==> config.mk <==
export PLATFORM = sky130hd
export DESIGN_NAME = spi_flash_responder_flat
export DESIGN_NICKNAME = d
export VERILOG_FILES = /design/src/rtl/spi_flash_responder_if.sv /design/src/rtl/spi_flash_responder.sv /design/src/flat_wrapper.sv
export SDC_FILE = /design/constraint.sdc
export NUM_CORES = 1
export LEC_CHECK = 0
export CORE_ASPECT_RATIO = 0.7
export CORE_MARGIN = 4
export CORE_UTILIZATION = 47
export CTS_CLUSTER_SIZE = 30
export DETAILED_ROUTE_END_ITERATION = 8
export GPL_TIMING_DRIVEN = 1
export PLACE_DENSITY = 0.66
export SYNTH_ARGS = -nofsm -noshare
export SYNTH_HDL_FRONTEND = slang
export SYNTH_SLANG_ARGS = --single-unit
==> constraint.sdc <==
create_clock -name CLK -period 5.2 [get_ports CLK]
set_input_delay 0.78 -clock CLK [delete_from_list [all_inputs] [get_ports CLK]]
set_output_delay 0.78 -clock CLK [all_outputs]
set_load 0.02 [all_outputs]
==> src/rtl/spi_flash_responder_if.sv <==
// spi_flash_responder_if: SPI pins and backing-memory read port of the flash responder.
interface spi_flash_responder_if #(
    parameter int ADDR_W = 20
);
    logic              SPI_CS;
    logic              SPI_SCK;
    logic              SPI_SI;
    logic              SPI_SO;
    logic              SPI_SO_oe;
    logic              mem_rd_en;
    logic [ADDR_W-1:0] mem_addr;
    logic [7:0]        mem_rdata;

    modport master (
        output SPI_CS, SPI_SCK, SPI_SI, mem_rdata,
        input  SPI_SO, SPI_SO_oe, mem_rd_en, mem_addr
    );

    modport slave (
        input  SPI_CS, SPI_SCK, SPI_SI, mem_rdata,
        output SPI_SO, SPI_SO_oe, mem_rd_en, mem_addr
    );
endinterface

==> src/rtl/spi_flash_responder.sv <==
// spi_flash_responder: oversampled SPI flash emulator answering wake-up (0xAB) and read (0x03) from a byte ROM/RAM.
// Define SPI_RESPONDER_FAST_READ_EN to also accept fast read (0x0B) with 8 dummy clocks.
module spi_flash_responder #(
    parameter int          ADDR_W      = 20,
    parameter logic [23:0] BASE_ADDR   = 24'h050000,
    parameter int          SYNC_STAGES = 2
) (
    input  logic                  CLK,
    input  logic                  resetn,
    spi_flash_responder_if.slave  bus,
    output logic                  powered_down,
    output logic                  busy,
    output logic [7:0]            last_opcode
);
    localparam logic [2:0] IDLE = 3'd0, CMD = 3'd1, ADDR = 3'd2, DATA = 3'd3, IGNORE = 3'd4;
`ifdef SPI_RESPONDER_FAST_READ_EN
    localparam logic [2:0] DUMMY = 3'd5;
    logic fast_q, fast_d;
`endif

    logic [SYNC_STAGES-1:0] cs_sync_q, cs_sync_d, sck_sync_q, sck_sync_d, si_sync_q, si_sync_d;
    logic              cs_prev_q, cs_prev_d, sck_prev_q, sck_prev_d;
    logic [2:0]        state_q, state_d;
    logic [4:0]        bit_cnt_q, bit_cnt_d;
    logic [22:0]       shift_q, shift_d;
    logic [23:0]       flash_addr_q, flash_addr_d;
    logic [7:0]        so_sr_q, so_sr_d, hold_q, hold_d, last_op_q, last_op_d;
    logic              skip_q, skip_d, oe_q, oe_d, mem_rd_en_q, mem_rd_en_d, pd_q, pd_d;
    logic [ADDR_W-1:0] mem_addr_q, mem_addr_d;
    logic [1:0]        fetch_q, fetch_d;
    logic              fetch_win_q, fetch_win_d, fetch_first_q, fetch_first_d;
    logic              cs, sck, si, cs_rise, cs_fall, sck_rise, sck_fall;
    logic              start, first, win;
    logic [23:0]       next_addr, off;
    logic [7:0]        rx_byte, fetched;

    assign cs       = cs_sync_q[SYNC_STAGES-1];
    assign sck      = sck_sync_q[SYNC_STAGES-1];
    assign si       = si_sync_q[SYNC_STAGES-1];
    assign cs_rise  = cs & ~cs_prev_q;
    assign cs_fall  = ~cs & cs_prev_q;
    assign sck_rise = ~cs & sck & ~sck_prev_q;
    assign sck_fall = ~cs & ~sck & sck_prev_q;
    assign rx_byte  = {shift_q[6:0], si};
    assign fetched  = fetch_win_q ? bus.mem_rdata : 8'hFF;

    assign bus.SPI_SO    = so_sr_q[7];
    assign bus.SPI_SO_oe = oe_q;
    assign bus.mem_rd_en = mem_rd_en_q;
    assign bus.mem_addr  = mem_addr_q;
    assign powered_down  = pd_q;
    assign busy          = state_q != IDLE;
    assign last_opcode   = last_op_q;

    always_comb begin
        cs_sync_d     = {cs_sync_q[SYNC_STAGES-2:0], bus.SPI_CS};
        sck_sync_d    = {sck_sync_q[SYNC_STAGES-2:0], bus.SPI_SCK};
        si_sync_d     = {si_sync_q[SYNC_STAGES-2:0], bus.SPI_SI};
        cs_prev_d     = cs;
        sck_prev_d    = sck;
        state_d       = state_q;
        bit_cnt_d     = bit_cnt_q;
        shift_d       = shift_q;
        flash_addr_d  = flash_addr_q;
        so_sr_d       = so_sr_q;
        hold_d        = hold_q;
        skip_d        = skip_q;
        oe_d          = oe_q;
        mem_rd_en_d   = 1'b0;
        mem_addr_d    = mem_addr_q;
        fetch_d       = {fetch_q[0], 1'b0};
        fetch_win_d   = fetch_win_q;
        fetch_first_d = fetch_first_q;
        pd_d          = pd_q;
        last_op_d     = last_op_q;
        start         = 1'b0;
        first         = 1'b0;
        next_addr     = flash_addr_q;
`ifdef SPI_RESPONDER_FAST_READ_EN
        fast_d        = fast_q;
`endif
        // Read data lands one CLK after the strobe; first byte goes straight to the shifter.
        if (fetch_q[1]) begin
            if (fetch_first_q) begin
                so_sr_d = fetched;
                oe_d    = 1'b1;
            end else
                hold_d  = fetched;
        end
        case (state_q)
            IDLE: if (cs_fall) begin
                state_d   = CMD;
                bit_cnt_d = '0;
            end
            CMD: if (sck_rise) begin
                shift_d   = {shift_q[21:0], si};
                bit_cnt_d = bit_cnt_q + 5'd1;
                if (bit_cnt_q == 5'd7) begin
                    last_op_d = rx_byte;
                    bit_cnt_d = '0;
                    state_d   = IGNORE;
                    if (rx_byte == 8'hAB) pd_d = 1'b0;
                    else if (!pd_q && rx_byte == 8'h03) state_d = ADDR;
`ifdef SPI_RESPONDER_FAST_READ_EN
                    fast_d = rx_byte == 8'h0B;
                    if (!pd_q && rx_byte == 8'h0B) state_d = ADDR;
`endif
                end
            end
            ADDR: if (sck_rise) begin
                shift_d   = {shift_q[21:0], si};
                bit_cnt_d = bit_cnt_q + 5'd1;
                if (bit_cnt_q == 5'd23) begin
                    flash_addr_d = {shift_q, si};
                    next_addr    = {shift_q, si};
                    bit_cnt_d    = '0;
                    start        = 1'b1;
                    first        = 1'b1;
`ifdef SPI_RESPONDER_FAST_READ_EN
                    if (fast_q) begin
                        start   = 1'b0;
                        first   = 1'b0;
                        state_d = DUMMY;
                    end
`endif
                end
            end
`ifdef SPI_RESPONDER_FAST_READ_EN
            DUMMY: if (sck_rise) begin
                bit_cnt_d = bit_cnt_q + 5'd1;
                start     = bit_cnt_q == 5'd7;
                first     = bit_cnt_q == 5'd7;
            end
`endif
            // The fall right after the last command/dummy rise only arms the shifter.
            DATA: if (sck_fall) begin
                if (skip_q)
                    skip_d = 1'b0;
                else if (bit_cnt_q == 5'd7) begin
                    so_sr_d   = hold_q;
                    bit_cnt_d = '0;
                end else begin
                    so_sr_d   = {so_sr_q[6:0], 1'b0};
                    bit_cnt_d = bit_cnt_q + 5'd1;
                    if (bit_cnt_q == 5'd6) begin
                        next_addr    = flash_addr_q + 24'd1;
                        flash_addr_d = flash_addr_q + 24'd1;
                        start        = 1'b1;
                    end
                end
            end
            default: ;
        endcase
        off = next_addr - BASE_ADDR;
        win = (next_addr >= BASE_ADDR) && ({1'b0, off} < (25'd1 << ADDR_W));
        if (start) begin
            mem_rd_en_d   = win;
            mem_addr_d    = win ? off[ADDR_W-1:0] : mem_addr_q;
            fetch_d[0]    = 1'b1;
            fetch_win_d   = win;
            fetch_first_d = first;
            if (first) begin
                state_d   = DATA;
                skip_d    = 1'b1;
                bit_cnt_d = '0;
            end
        end
        if (cs_rise) begin
            state_d     = IDLE;
            oe_d        = 1'b0;
            bit_cnt_d   = '0;
            skip_d      = 1'b0;
            mem_rd_en_d = 1'b0;
            fetch_d     = '0;
        end
    end

    always_ff @(posedge CLK or negedge resetn) begin
        if (!resetn) begin
            cs_sync_q     <= '1;
            sck_sync_q    <= '0;
            si_sync_q     <= '0;
            cs_prev_q     <= 1'b1;
            sck_prev_q    <= 1'b0;
            state_q       <= IDLE;
            bit_cnt_q     <= '0;
            shift_q       <= '0;
            flash_addr_q  <= '0;
            so_sr_q       <= '0;
            hold_q        <= '0;
            skip_q        <= 1'b0;
            oe_q          <= 1'b0;
            mem_rd_en_q   <= 1'b0;
            mem_addr_q    <= '0;
            fetch_q       <= '0;
            fetch_win_q   <= 1'b0;
            fetch_first_q <= 1'b0;
            pd_q          <= 1'b1;
            last_op_q     <= 8'h00;
`ifdef SPI_RESPONDER_FAST_READ_EN
            fast_q        <= 1'b0;
`endif
        end else begin
            cs_sync_q     <= cs_sync_d;
            sck_sync_q    <= sck_sync_d;
            si_sync_q     <= si_sync_d;
            cs_prev_q     <= cs_prev_d;
            sck_prev_q    <= sck_prev_d;
            state_q       <= state_d;
            bit_cnt_q     <= bit_cnt_d;
            shift_q       <= shift_d;
            flash_addr_q  <= flash_addr_d;
            so_sr_q       <= so_sr_d;
            hold_q        <= hold_d;
            skip_q        <= skip_d;
            oe_q          <= oe_d;
            mem_rd_en_q   <= mem_rd_en_d;
            mem_addr_q    <= mem_addr_d;
            fetch_q       <= fetch_d;
            fetch_win_q   <= fetch_win_d;
            fetch_first_q <= fetch_first_d;
            pd_q          <= pd_d;
            last_op_q     <= last_op_d;
`ifdef SPI_RESPONDER_FAST_READ_EN
            fast_q        <= fast_d;
`endif
        end
    end
endmodule
==> src/flat_wrapper.sv <==
// flat-port wrapper written by rule: the top's interface ports become plain ports
module spi_flash_responder_flat 
#(
    parameter int          ADDR_W      = 20,
    parameter logic [23:0] BASE_ADDR   = 24'h050000,
    parameter int          SYNC_STAGES = 2
)
  (CLK, resetn, powered_down, busy, last_opcode, bus_SPI_CS, bus_SPI_SCK, bus_SPI_SI, bus_mem_rdata, bus_SPI_SO, bus_SPI_SO_oe, bus_mem_rd_en, bus_mem_addr);
  spi_flash_responder_if #(.ADDR_W(ADDR_W)) bus_i ();
  input  logic CLK;
  input  logic resetn;
  output logic powered_down;
  output logic busy;
  output logic [7:0] last_opcode;
  input wire logic [$bits(bus_i.SPI_CS)-1:0] bus_SPI_CS;
  input wire logic [$bits(bus_i.SPI_SCK)-1:0] bus_SPI_SCK;
  input wire logic [$bits(bus_i.SPI_SI)-1:0] bus_SPI_SI;
  input wire logic [$bits(bus_i.mem_rdata)-1:0] bus_mem_rdata;
  output wire logic [$bits(bus_i.SPI_SO)-1:0] bus_SPI_SO;
  output wire logic [$bits(bus_i.SPI_SO_oe)-1:0] bus_SPI_SO_oe;
  output wire logic [$bits(bus_i.mem_rd_en)-1:0] bus_mem_rd_en;
  output wire logic [$bits(bus_i.mem_addr)-1:0] bus_mem_addr;
  assign bus_i.SPI_CS = bus_SPI_CS;
  assign bus_i.SPI_SCK = bus_SPI_SCK;
  assign bus_i.SPI_SI = bus_SPI_SI;
  assign bus_i.mem_rdata = bus_mem_rdata;
  assign bus_SPI_SO = bus_i.SPI_SO;
  assign bus_SPI_SO_oe = bus_i.SPI_SO_oe;
  assign bus_mem_rd_en = bus_i.mem_rd_en;
  assign bus_mem_addr = bus_i.mem_addr;
  spi_flash_responder #(.ADDR_W(ADDR_W), .BASE_ADDR(BASE_ADDR), .SYNC_STAGES(SYNC_STAGES)) u_core (.CLK(CLK), .resetn(resetn), .bus(bus_i), .powered_down(powered_down), .busy(busy), .last_opcode(last_opcode));
endmodule
# After elaboration in Yosys (flattened, before gate mapping)
# Cells that the tools add are included.
[word_totals] ff_bits=115 inputBits=13
[classes] n_addsub=3 order_cmp=2 eq_ne=8 muxes=54 bitwise=11 reduce_logical=14
[op_table] operator="two-way mux 24 bit" count=6
[op_table] operator="two-way mux 8 bit" count=7
[op_table] operator="two-way mux 5 bit" count=10
[op_table] operator="one-hot mux 24 bit (2 select lines)" count=1
[op_table] operator="adder 24 x 1 -> 24 bit, second input constant" count=1
[op_table] operator="greater-or-equal comparator 24 x 19 -> 1 bit, second input constant" count=1
[op_table] operator="less-than comparator 24 x 21 -> 1 bit, second input constant" count=1
[op_table] operator="two-way mux 3 bit" count=8
[op_table] operator="subtractor 24 x 19 -> 24 bit, second input constant" count=1
[op_table] operator="one-hot mux 5 bit (4 select lines)" count=1
[op_table] operator="two-way mux 1 bit" count=18
[op_table] operator="equality test 5 x 3 -> 1 bit, second input constant" count=2
[op_table] operator="equality test 8 x 2 -> 1 bit, second input constant" count=1
[op_table] operator="equality test 8 bit, second input constant" count=1
[op_table] operator="AND reduction 2 bit" count=4
[op_table] operator="AND 1 bit" count=6
[op_table] operator="equality test 3 x 2 -> 1 bit, second input constant" count=2
[op_table] operator="one-hot mux 3 bit (2 select lines)" count=1
[op_table] operator="adder 5 x 1 -> 5 bit, second input constant" count=1
[op_table] operator="equality test 5 bit, second input constant" count=1
[op_table] operator="NOT 1 bit" count=5
[op_table] operator="AND reduction 4 bit" count=1
[op_table] operator="nonzero test 2 bit" count=2
[op_table] operator="equality test 3 x 1 -> 1 bit, second input constant" count=1
[op_table] operator="other kinds (8)" count=9

# Depth between registers and ports, before layout
[logic_depth] ltp_word=11 mapped_depth=16

# Worst setup path after synthesis
# No wires, ideal clock.
[synth_timing] path_kind="register -> register" start="reg u_core.bit_cnt_q[0]" end="reg u_core.mem_addr_q[0] (netlist: u_core.bus.mem_addr[0])" t_arrival_ns=3.520 t_required_ns=5.075 path_slack_ns=1.554 path_stages_with_launch=16 period_less_slack_ns=3.646 cell_sequence="dfrtp_1 > ha_1 > nor4bb_1 > and4_1 > buf_2 > a211oi_1 > nor3_1 > inv_1 > ha_1 > nor4b_1 > o21ai_0 > a211oi_1 > o21ai_2 > inv_2 > buf_12 > mux2_4"
[synth_between] elab_chain_cells=10 elab_cells_between_ends=22 cone_classes="add/sub: 1; order compare: 2; eq/ne: 3; mux: 14; reduce/logical: 2"
[synth_lines] item="start: declaration" line="spi_flash_responder.sv:24" rtl="logic [4:0] bit_cnt_q, bit_cnt_d;"
[synth_lines] item="start signal: assignment" line="spi_flash_responder.sv:210" rtl="bit_cnt_q <= bit_cnt_d;"
[synth_lines] item="equality test 5 x 3 -> 1 bit" line="spi_flash_responder.sv:145" rtl="if (bit_cnt_q == 5'd6) begin"
[synth_lines] item="two-way mux 24 bit"
[synth_lines] item="two-way mux 24 bit" line="spi_flash_responder.sv:139" rtl="else if (bit_cnt_q == 5'd7) begin"
[synth_lines] item="two-way mux 24 bit" line="spi_flash_responder.sv:137" rtl="if (skip_q)"
[synth_lines] item="two-way mux 24 bit" line="spi_flash_responder.sv:136" rtl="DATA: if (sck_fall) begin"
[synth_lines] item="one-hot mux 24 bit (2 select lines) (*)" line="spi_flash_responder.sv:90" rtl="case (state_q)"
[synth_lines] item="named net u_core.flash_addr_d[16]" line="spi_flash_responder.sv:26" rtl="logic [23:0] flash_addr_q, flash_addr_d;"
[synth_lines] item="subtractor 24 x 19 -> 24 bit (*)" line="spi_flash_responder.sv:154" rtl="off = next_addr - BASE_ADDR;"
[synth_lines] item="named net u_core.off[16]" line="spi_flash_responder.sv:34" rtl="logic [23:0] next_addr, off;"
[synth_lines] item="less-than comparator 24 x 21 -> 1 bit (*)" line="spi_flash_responder.sv:155" rtl="win = (next_addr >= BASE_ADDR) && ({1'b0, off} < (25'd1 << ADDR_W));"
[synth_lines] item="logical AND 1 bit (*)" line="spi_flash_responder.sv:155"
[synth_lines] item="AND reduction 2 bit (no line) (*)"
[synth_lines] item="end signal: assignment" line="spi_flash_responder.sv:218" rtl="mem_addr_q <= mem_addr_d;"
[synth_lines] item="end: declaration" line="spi_flash_responder.sv:29" rtl="logic [ADDR_W-1:0] mem_addr_q, mem_addr_d;"
# Mark *: on every way through the listed nets, which the timed path passes. The rest lies on a longest branch.
# A chain may end at the register's enable or synchronous reset.

# Worst setup path after layout
[layout_timing] start="reg u_core.bit_cnt_q[0]" end="reg u_core.mem_addr_q[0] (netlist: u_core.bus.mem_addr[0])"
[layout_between] elab_chain_cells=10 elab_cells_between_ends=22 cone_classes="add/sub: 1; order compare: 2; eq/ne: 3; mux: 14; reduce/logical: 2"
[layout_lines] item="equality test 5 x 3 -> 1 bit" line="spi_flash_responder.sv:145"
[layout_lines] item="two-way mux 24 bit"
[layout_lines] item="two-way mux 24 bit" line="spi_flash_responder.sv:139"
[layout_lines] item="two-way mux 24 bit" line="spi_flash_responder.sv:137"
[layout_lines] item="two-way mux 24 bit" line="spi_flash_responder.sv:136"
[layout_lines] item="one-hot mux 24 bit (2 select lines) (*)" line="spi_flash_responder.sv:90"
[layout_lines] item="named net u_core.flash_addr_d[17]" line="spi_flash_responder.sv:26"
[layout_lines] item="subtractor 24 x 19 -> 24 bit" line="spi_flash_responder.sv:154"
[layout_lines] item="less-than comparator 24 x 21 -> 1 bit" line="spi_flash_responder.sv:155"
[layout_lines] item="logical AND 1 bit (*)" line="spi_flash_responder.sv:155"
[layout_lines] item="AND reduction 2 bit (no line) (*)"
# Marks and branches as above.

==> reports/results.ini <==
[power]
p_total_mw = 2.19
power_frac_seq = 0.431
p_leak_nw = 3.17
p_clk_frac = 0.527
p_sw_uw = 559
combPwrFrac = 0.042
switching_share = 0.255
internal_power_mw = 1.63
power_density_mw_per_mm2 = 313
ir_drop_v = 0.000222

[layout]
num_antenna_cells = 0
stdcell_count = 783
layout-drive-gt1-share = 0.166
final_nets = 630
syn2layout_area_growth_pct = 18.2
fin_area_mm2 = 0.00698

[logic_synthesis]
synthAdderAreaFrac = 0.00848
synth_fp_nets = 600
syn_area_per_cell_um2 = 10.1
synth_compound_area_frac = 0.138
ys_types = 70
async_flop_share = 1.00
synth-simple-area-share = 0.194
synth_enable_flop_cells = 0
synth.area.mux_share = 0.127
syn-cell-area_mm2 = 0.00590
ys_seq_area_frac = 0.488
ys_warn_count = 0
synth_xor_xnor_area_share = 0.00297
syn_inst = 583
synth_top_family_by_area = simple AND/OR/NAND/NOR gates
ys_seq_elements = 115
yosys_most_used_dff = dfrtp_1

[detailed_routing]
drt_iter0_markers = 362
vias_per_cell = 5.86
antenna_left = 0
first_pass_iters = 5
drc = 0
wl_per_cell_um = 18.2
via_count = 4586
wl_um = 14200

[critical_path]
crit_required_ns = 5.51
worstReg2RegStart = u_core.bit_cnt_q[0]
cp-end-kind = register
crit_path_start = u_core.bit_cnt_q[0]
worst-path-max-fanout = 20
cp-start-kind = register
ff2ff_path_depth = 13
r2r_setup_slack_ns = 0.68
critPathKind = register to register
crit_end = u_core.bus.mem_addr[0]
arrival_ns = 4.83
rr_endpoint = u_core.bus.mem_addr[0]

[floorplan]
coreArea_mm2 = 0.0120
die_height_um = 102
die-width_um = 142
fp.dieArea_mm2 = 0.0144
start_util = 0.493
fp-row-count = 33
ioPinCount = 46

[run]
maxCapViolCount = 0

[sta]
fmax_ghz = 0.221
fin_tns_setup_ns = 0
final_max_slew_viol_count = 0
worst-slew-pin-transition_ns = 1.18
finalSetupViolations = 0
rsz0062_at_grt = false
period_needed_ns = 4.52
hold_viol_final = 0
hold_ws_ns = 0.358
final.period_utilization = 0.870
fin_skew_ns = 0.0112
relSlewSlack = 0.216

[global_route]
grt_max_degree = 70
busiest_layer = met1
grt_use_met3 = 0.0496
use_met2 = 0.286
antenna_found_initial = 0
grt.overflow.total = 0
grt_pass1_wl_um = 23300
grtUsageMet1 = 0.311
grt_pass1_vias = 4383
grt_usage = 0.206

[clock_tree]
cts_max_level = 4
post_cts_resized = 0
cts_tree = yes
root_buffer = clkbuf_16
cts_made_buffers = 17
cts_hold_buffers = 0
cts_setup_buffers = 0
cts.sinks = 115
clkTransAtPathRegs_ns = 0.06
clockBufferDepth = 2
clock_latency_ns = 0.42

[status]
outcome = finished clean

[worst_hold_path]
hp-class = register to register
whs_path_depth = 0

[placed_design]
portBuffers = 45
dpl_cell_area_mm2 = 0.00639
placed_cells = 751
place_congestion = 0.890
hpwl_um = 9510

cells in the mapped netlist, drive strengths merged, types with 2 or more instances:
cell type	n	area share
a221o	2	0.0034
dfrtp	111	0.47
clkbuf	26	0.017
a211oi	10	0.013
and4	3	0.0045
nand2	91	0.058
o211ai	3	0.0038
inv	14	0.0089
xnor2	2	0.0030
nand3	16	0.014
a311oi	2	0.0030
nor4	8	0.0085
nor4b	3	0.0081
and3	9	0.0095
mux2	44	0.096
a21oi	24	0.020
nor3b	3	0.0047
nor2b	11	0.012
o22ai	12	0.013
buf	13	0.017
dfstp	4	0.018
nand2b	2	0.0021
nor3	9	0.010
a311o	2	0.0034
or2	2	0.0021
ha	4	0.0085
mux2i	18	0.031
and2	5	0.0053
o21ai	42	0.037
nand4	13	0.015
a31oi	4	0.0042
or3b	2	0.0030
or4b	2	0.0034
nor2	35	0.022
a21o	2	0.0025
a22oi	5	0.0064
o22a	10	0.015
final cells by class:
cell class              instances  area (um^2)
multi-input cells             415         2780
fillers                       997         5000
well taps                     157          196
clock buffers                  17          425
flip-flops and latches        115         2880
inverters                      14         52.6
clock inverters                15          158
repair buffers                 50          485
through the flow:
stage | util | setup WS [ns]
final | 0.583 | 0.675
after detailed placement | 0.534 | 0.767
after CTS | 0.583 | 0.721
after global placement | 0.534 | 0.953
after floorplan | - | 1.55
after global routing | 0.583 | 0.280
sequential cells by signal, summed over array words and instances (netlist names), 2 cells and up:
register and flops:
u_core.si_sync_q 2, u_core.so_sr_q 8, u_core.last_opcode 8, u_core.hold_q 8, u_core.state_q 3, u_core.bus.mem_addr 20
u_core.bit_cnt_q 5, u_core.flash_addr_q 24, u_core.sck_sync_q 2, u_core.shift_q 23, u_core.cs_sync_q 2, u_core.fetch_q 2
worst max-delay path: stages, from the launching register on:
cell,delay [ns]
dfrtp_1,0.41
ha_1,0.30
nor4bb_1,0.45
and4_1,0.45
a311oi_1,0.14
a211oi_1,0.44
inv_1,0.10
ha_1,0.23
nor4b_1,0.47
o21ai_0,0.17
a211oi_1,0.31
o21ai_2,0.12
inv_2,0.46
mux2_4,0.35
placed cells by master, fill, tap and decap left out, types with 5 or more instances in the layout:
cell type,netlist,final
mux2_4,19,19
a211oi_1,10,10
and3_1,9,9
nand4_1,12,12
clkbuf_16,0,17
and2_1,5,5
nor2b_1,11,10
a22oi_1,5,5
nand2_1,91,91
o21ai_0,39,39
inv_1,13,13
nand3_1,15,15
o22a_1,10,10
nor3_1,7,6
nor4_1,8,8
inv_6,0,9
nor2_1,35,35
dfrtp_1,111,111
clkdlybuf4s50_1,0,44
o22ai_1,12,12
a21oi_1,24,24
mux2_2,24,24
buf_4,2,6
mux2i_1,18,18
cell families after synthesis:
logic type      Yosys count
simple gates            221
compound gates          126
flops                   115
mux                      62
buf+inv                  53
fa+ha+maj                 4
xor+xnor                  2
how the worst min path moves through the flow:
| stage | startpoint | endpoint | slack (ns) |
|---|---|---|---|
| final | u_core.sck_sync_q[0] | u_core.sck_sync_q[1] | 0.36 |
| after global routing | u_core.sck_sync_q[0] | u_core.sck_sync_q[1] | 0.37 |
| after CTS | u_core.si_sync_q[0] | u_core.si_sync_q[1] | 0.36 |
| after detailed placement | u_core.si_sync_q[0] | u_core.si_sync_q[1] | 0.35 |
| after global placement | u_core.si_sync_q[0] | u_core.si_sync_q[1] | 0.33 |
| after floorplan | u_core.sck_sync_q[0] | u_core.sck_sync_q[1] | 0.33 |
power by group through the flow:
stage / Combinational [mW] / Sequential, mW / Clock, mW
floorplan: 0.0542 / 0.945 / 0
CTS: 0.0912 / 0.943 / 1.17
finish: 0.0908 / 0.944 / 1.15
global placement: 0.0888 / 0.959 / 0
global route: 0.102 / 0.946 / 1.21
detailed placement: 0.0905 / 0.960 / 0
layer usage:
| layer | part of all wire | routed length (um) | up-vias |
|---|---|---|---|
| met5 | 0 | 0 | - |
| met4 | 0.011 | 155 | 0 |
| met3 | 0.062 | 882 | 12 |
| met2 | 0.43 | 6130 | 138 |
| met1 | 0.50 | 7060 | 2270 |
| li1 | - | - | 2166 |
Power figures use the tool's default switching activity.
